## src/rtl/tx_packetizer.sv

```systemverilog
// Serializes an eight-field packet onto a word stream after an LFSR-randomized,
// carrier-sense-gated backoff; discards untransmittable types and busy-channel timeouts.
`timescale 1ns/1ps
module tx_packetizer #(
    parameter int unsigned WORD_WIDTH = 16,
    parameter int unsigned MAX_WAIT   = 255
) (
    input  logic                  clk,
    input  logic                  nrst,
    input  logic                  pkt_valid,
    output logic                  pkt_ready,
    input  logic [2:0]            rPacketType,
    input  logic [WORD_WIDTH-1:0] rSourceID,
    input  logic [WORD_WIDTH-1:0] rDestinationID,
    input  logic [WORD_WIDTH-1:0] rEnergyLeft,
    input  logic [WORD_WIDTH-1:0] rQValue,
    input  logic [WORD_WIDTH-1:0] rSourceHops,
    input  logic [WORD_WIDTH-1:0] rChosenCH,
    input  logic [WORD_WIDTH-1:0] rHopsFromCH,
    input  logic                  chan_busy,
    output logic [WORD_WIDTH-1:0] tx_data,
    output logic                  tx_valid,
    input  logic                  tx_ready,
    output logic                  tx_sop,
    output logic                  tx_eop,
    output logic                  tx_done,
    output logic                  tx_drop
);

    localparam int unsigned WaitW = $clog2(MAX_WAIT + 1);
    localparam logic [WaitW-1:0] WaitLast = WaitW'(MAX_WAIT - 1);

    typedef enum logic [1:0] {StIdle, StBackoff, StSend, StDone} state_e;

    state_e                  state_q, state_d;
    logic [7:0]              lfsr_q, lfsr_d;
    logic [4:0]              backoff_q, backoff_d;
    logic [WaitW-1:0]        wait_q, wait_d;
    logic [2:0]              idx_q, idx_d;
    logic                    drop_q, drop_d;
    logic [WORD_WIDTH-1:0]   field_q [8];
    logic                    accept;
    logic                    bad_type;

    assign accept   = pkt_valid && (state_q == StIdle);
    assign bad_type = (rPacketType == 3'b111) || (rPacketType == 3'b001);

    always_ff @(posedge clk or negedge nrst) begin
        if (!nrst) begin
            state_q   <= StIdle;
            lfsr_q    <= 8'hB5;
            backoff_q <= '0;
            wait_q    <= '0;
            idx_q     <= '0;
            drop_q    <= 1'b0;
        end else begin
            state_q   <= state_d;
            lfsr_q    <= lfsr_d;
            backoff_q <= backoff_d;
            wait_q    <= wait_d;
            idx_q     <= idx_d;
            drop_q    <= drop_d;
        end
    end

    // Fields are captured for every accepted packet, including discarded types.
    always_ff @(posedge clk or negedge nrst) begin
        if (!nrst) begin
            for (int i = 0; i < 8; i++) begin
                field_q[i] <= '0;
            end
        end else if (accept) begin
            field_q[0] <= WORD_WIDTH'(rPacketType);
            field_q[1] <= rSourceID;
            field_q[2] <= rDestinationID;
            field_q[3] <= rEnergyLeft;
            field_q[4] <= rQValue;
            field_q[5] <= rSourceHops;
            field_q[6] <= rChosenCH;
            field_q[7] <= rHopsFromCH;
        end
    end

    always_comb begin
        state_d   = state_q;
        lfsr_d    = {lfsr_q[6:0], lfsr_q[7] ^ lfsr_q[5] ^ lfsr_q[4] ^ lfsr_q[3]};
        backoff_d = backoff_q;
        wait_d    = wait_q;
        idx_d     = idx_q;
        drop_d    = 1'b0;
        case (state_q)
            StIdle: begin
                if (pkt_valid) begin
                    if (bad_type) begin
                        drop_d = 1'b1;
                    end else begin
                        state_d   = StBackoff;
                        backoff_d = {1'b0, lfsr_q[3:0]} + 5'd1;
                        wait_d    = '0;
                    end
                end
            end
            StBackoff: begin
                if (chan_busy) begin
                    if (wait_q == WaitLast) begin
                        state_d = StIdle;
                        drop_d  = 1'b1;
                        wait_d  = '0;
                    end else begin
                        wait_d = wait_q + WaitW'(1);
                    end
                end else if (backoff_q == 5'd1) begin
                    state_d   = StSend;
                    backoff_d = '0;
                    idx_d     = '0;
                end else begin
                    backoff_d = backoff_q - 5'd1;
                end
            end
            StSend: begin
                if (tx_ready) begin
                    if (idx_q == 3'd7) begin
                        state_d = StDone;
                    end else begin
                        idx_d = idx_q + 3'd1;
                    end
                end
            end
            StDone: state_d = StIdle;
            default: state_d = StIdle;
        endcase
    end

    always_comb begin
        pkt_ready = (state_q == StIdle);
        tx_valid  = (state_q == StSend);
        tx_data   = tx_valid ? field_q[idx_q] : '0;
        tx_sop    = tx_valid && (idx_q == 3'd0);
        tx_eop    = tx_valid && (idx_q == 3'd7);
        tx_done   = (state_q == StDone);
        tx_drop   = drop_q;
    end

endmodule

```

## config.mk

```make
export PLATFORM = sky130hd
export DESIGN_NAME = tx_packetizer
export DESIGN_NICKNAME = d
export VERILOG_FILES = /design/src/rtl/tx_packetizer.sv
export SDC_FILE = /design/constraint.sdc
export NUM_CORES = 1
export LEC_CHECK = 0
export ABC_AREA = 1
export CAP_MARGIN = 20
export CORE_AREA = 2 2 101 142
export DETAILED_ROUTE_END_ITERATION = 16
export DIE_AREA = 0 0 103 144
export PLACE_DENSITY = 0.78
export SYNTH_ARGS = -nofsm -noshare
export SYNTH_HDL_FRONTEND = slang
export SYNTH_SLANG_ARGS = --single-unit
export TNS_END_PERCENT = 5
```

## constraint.sdc

```tcl
create_clock -name clk -period 1.9 [get_ports clk]
set_input_delay 0.475 -clock clk [delete_from_list [all_inputs] [get_ports clk]]
set_output_delay 0.475 -clock clk [all_outputs]
set_load 0.01 [all_outputs]
```

==> results.yml, run 1 <==
finish:
  area_delta_synth_final_pct: 40.8
  final_cells: 1264
  fillCellCount: 1075
  layout.nets: 1194
  drive_gt1_frac: 0.144
  mostFrequentLayoutCells: "450 x nand2_1, 135 x dfrtp_1, 119 x clkdlybuf4s50_1, 61 x nor2_1, 48 x o21ai_1"
  diodes: 0
  fin_area_sq_mm: 0.00954
  seqCellArea_sq_mm: 0.00356
  final_common_cell: "nand2_1"
  multi_input_area_sq_mm: 0.00301
clock_network:
  clk_latency_ns: 0.43
  cts-root-buf: "clkbuf_16"
  cts_buffer_depth: 2
  htreeDepth: 4
  cts_sinks: 142
  numCtsBuffers: 17
  clkSlewWorstSetupHoldPaths_ns: 0.06
  cts_tree: "yes"
synthesis:
  yosysSeqAreaShare: 0.525
  synth_top_area_cell: "dfrtp_1"
  synth_cells: 900
  ys_seq_elements: 142
  synth_area_per_cell_sq_um: 7.53
  synthDistinctLibCells: 27
  syn_area_sq_mm: 0.00678
  synth_top_area_frac: 0.506
  yosysWarnings: 0
  synth_area_leaders: "dfrtp_1 51%, nand2_1 25%, o21ai_0 5.4%"
  syn_nets: 1028
floorplan:
  core_sq_mm: 0.0137
  die_x_um: 103
  pin_count: 142
  die-area_sq_mm: 0.0148
  rows: 51
  die_h_um: 144
  initial_utilization: 0.496
worst_setup_path:
  endpoint_kind: "output port"
  rrSetupSlack_ns: 0.08
  cp.required_ns: 1.42
  setup.worst_path.class: "flop to output port"
  cp_max_fo: 13
  path_cells: "clkinv_4 > buf_12 > buf_12 > nor2_2 > o22ai_1 > nand2_1 > nand2_1 > buf_2"
  cp_top_family: "buffers and inverters"
  critPathMaxStageDelay_ns: 0.46
  start_kind: "flop"
  crit_buf_inv: 4
  cpMaxStageDelayCell: "dfrtp_2"
  critPathArrivalTime_ns: 1.84
power_and_ir_drop:
  fin_total_pwr_w: 0.0134
  ir_drop_uv: 897
  power-per-cell-area_mw_per_mm2: 1410
  p_leak_nw: 4.84
sta:
  rsz0062_at_grt: "yes"
  finalSetupTns_ns: -5.68
  hold_violations: 0
  worst_slew_pin_slew_ns: 0.544
  final_max_slew_viol_count: 0
  clock.fmax_ghz: 0.433
  slew_headroom: 0.638
  skew_ns: 0.00814
  fin_ws_ns: -0.412
  setup_viol: 18
  fin_crit_ns: 2.31
  finalCritPeriodShare: 1.22
placed_design:
  port_buffers: 141
  place.gp.congestion: 0.852
  dp.cells: 1220
  post-place-ws_ns: -0.288
  placed_cell_area_sq_mm: 0.00863
  hpwl_mm: 13.3
detailed_routing:
  ant_nets: 0
  wl_per_cell_um: 16.1
  remaining_drc_errors: 0
  vias: 6633
  viasPerCell: 5.25
  drt_iter0_drc: 622
  firstDrtPassIters: 5
  wl_mm: 20.3
global_routing:
  grt_pass1_vias: 6451
  grt_use_total: 0.280
  grt_max_degree: 119
  antenna_found_initial: 0
  grt_pass1_wl_mm: 31.3
  grt-ovfl-total: 0
outcome:
  status: "finished, violations left"
  violations: "negative setup slack"
min_path:
  hp-class: "flop to flop"
run:
  maxCapViolations: 0
## sequential cells by signal (all words and copies together) (netlist names), named ones only
| register | cells |
|---|---|
| field_q | 115 |
| lfsr_q | 8 |
| wait_q | 8 |
| backoff_q | 5 |
| idx_q | 3 |
| state_q | 1 |
| tx_drop | 1 |
## routing by layer
layer / part of all wire / vias to the layer above / track usage
met5: 0 / - / 0
met4: 0.048 / 0 / 0.138
met3: 0.066 / 71 / 0.0522
met2: 0.50 / 327 / 0.460
met1: 0.39 / 3071 / 0.352
li1: - / 3164 / -
## metrics by stage
| stage | hold WS (ns) | utilization |
|---|---|---|
| final | 0.358 | 0.699 |
| after global placement | 0.336 | 0.632 |
| after CTS | 0.356 | 0.691 |
| after detailed placement | 0.339 | 0.632 |
| after global routing | 0.359 | 0.699 |
| after floorplan | 0.179 | - |
## repair_timing
action	in CTS	in global routing
buffers inserted	6	0
resized for setup	158	32
pin swaps	22	14
hold buffers	1	0
setup endpoints to repair	21	21
endpoints found under the hold margin	38	0
gates cloned	4	1
## final cells by class
type,instances,area share
Inverter,32,0.0138
Tap cell,185,0.0243
Multi-Input combinational cell,680,0.315
Sequential cell,142,0.373
Clock inverter,15,0.0168
Timing Repair Buffer,193,0.212
Clock buffer,17,0.0446
## synth_stat cells (all sizes together)
cell and number:
nor2 71, dfrtp 137, o22ai 21, xnor2 2, nand2 457, and2 1, ha 8, nor3 1
o21bai 1, o21ai 84, buf 24, nand4 6, xor2 3, nand3 22, clkbuf 22, clkinv 1
o21a 1, a21oi 2, dfstp 5, inv 31
## cells by family (layout without fill, tap and decap cells)
family                   count (synthesis)  after routing  share of synthesized area
AO/OA/AOI/OAI                          109            109                     0.0851
XOR/XNOR                                 5              5                    0.00646
adder cells (fa/ha/maj)                  8              8                     0.0148
buffers and inverters                   78            257                     0.0493
flip-flops                             142            142                      0.525
AND/OR/NAND/NOR                        558            558                      0.319
## power by group
part	internal [W]	switching (W)	total, W	leakage [nW]
logic	0.00211	0.00283	0.00494	2.78
clock network	0.00195	0.00137	0.00331	0.284
registers	0.00427	0.000923	0.00519	1.78
total	0.00832	0.00512	0.0134	4.84
## final timing paths
kind | depth (start not counted) | end | startpoint
worst min-delay path | 0 | lfsr_q[7]$_DFF_PN1_ | lfsr_q[6]$_DFF_PN0_
max in group asynchronous | 3 | lfsr_q[5]$_DFF_PN1_ | nrst
worst max register to register | 10 | idx_q[0]$_DFFE_PN0P_ | idx_q[0]$_DFFE_PN0P_
worst max-delay path | 8 | tx_data[14] | idx_q[0]$_DFFE_PN0P_
min in group asynchronous | 2 | field_q[51]$_DFFE_PN0P_ | nrst
worst min register to register | 0 | lfsr_q[7]$_DFF_PN1_ | lfsr_q[6]$_DFF_PN0_
Note: power is estimated with default switching activity, not from simulation.
==> inputs of run 2 (changes only) <==
- CAP_MARGIN: 20 -> not set
==> results of run 2 <==
No change in the layout: final DEF, timing and power equal those of run 1.
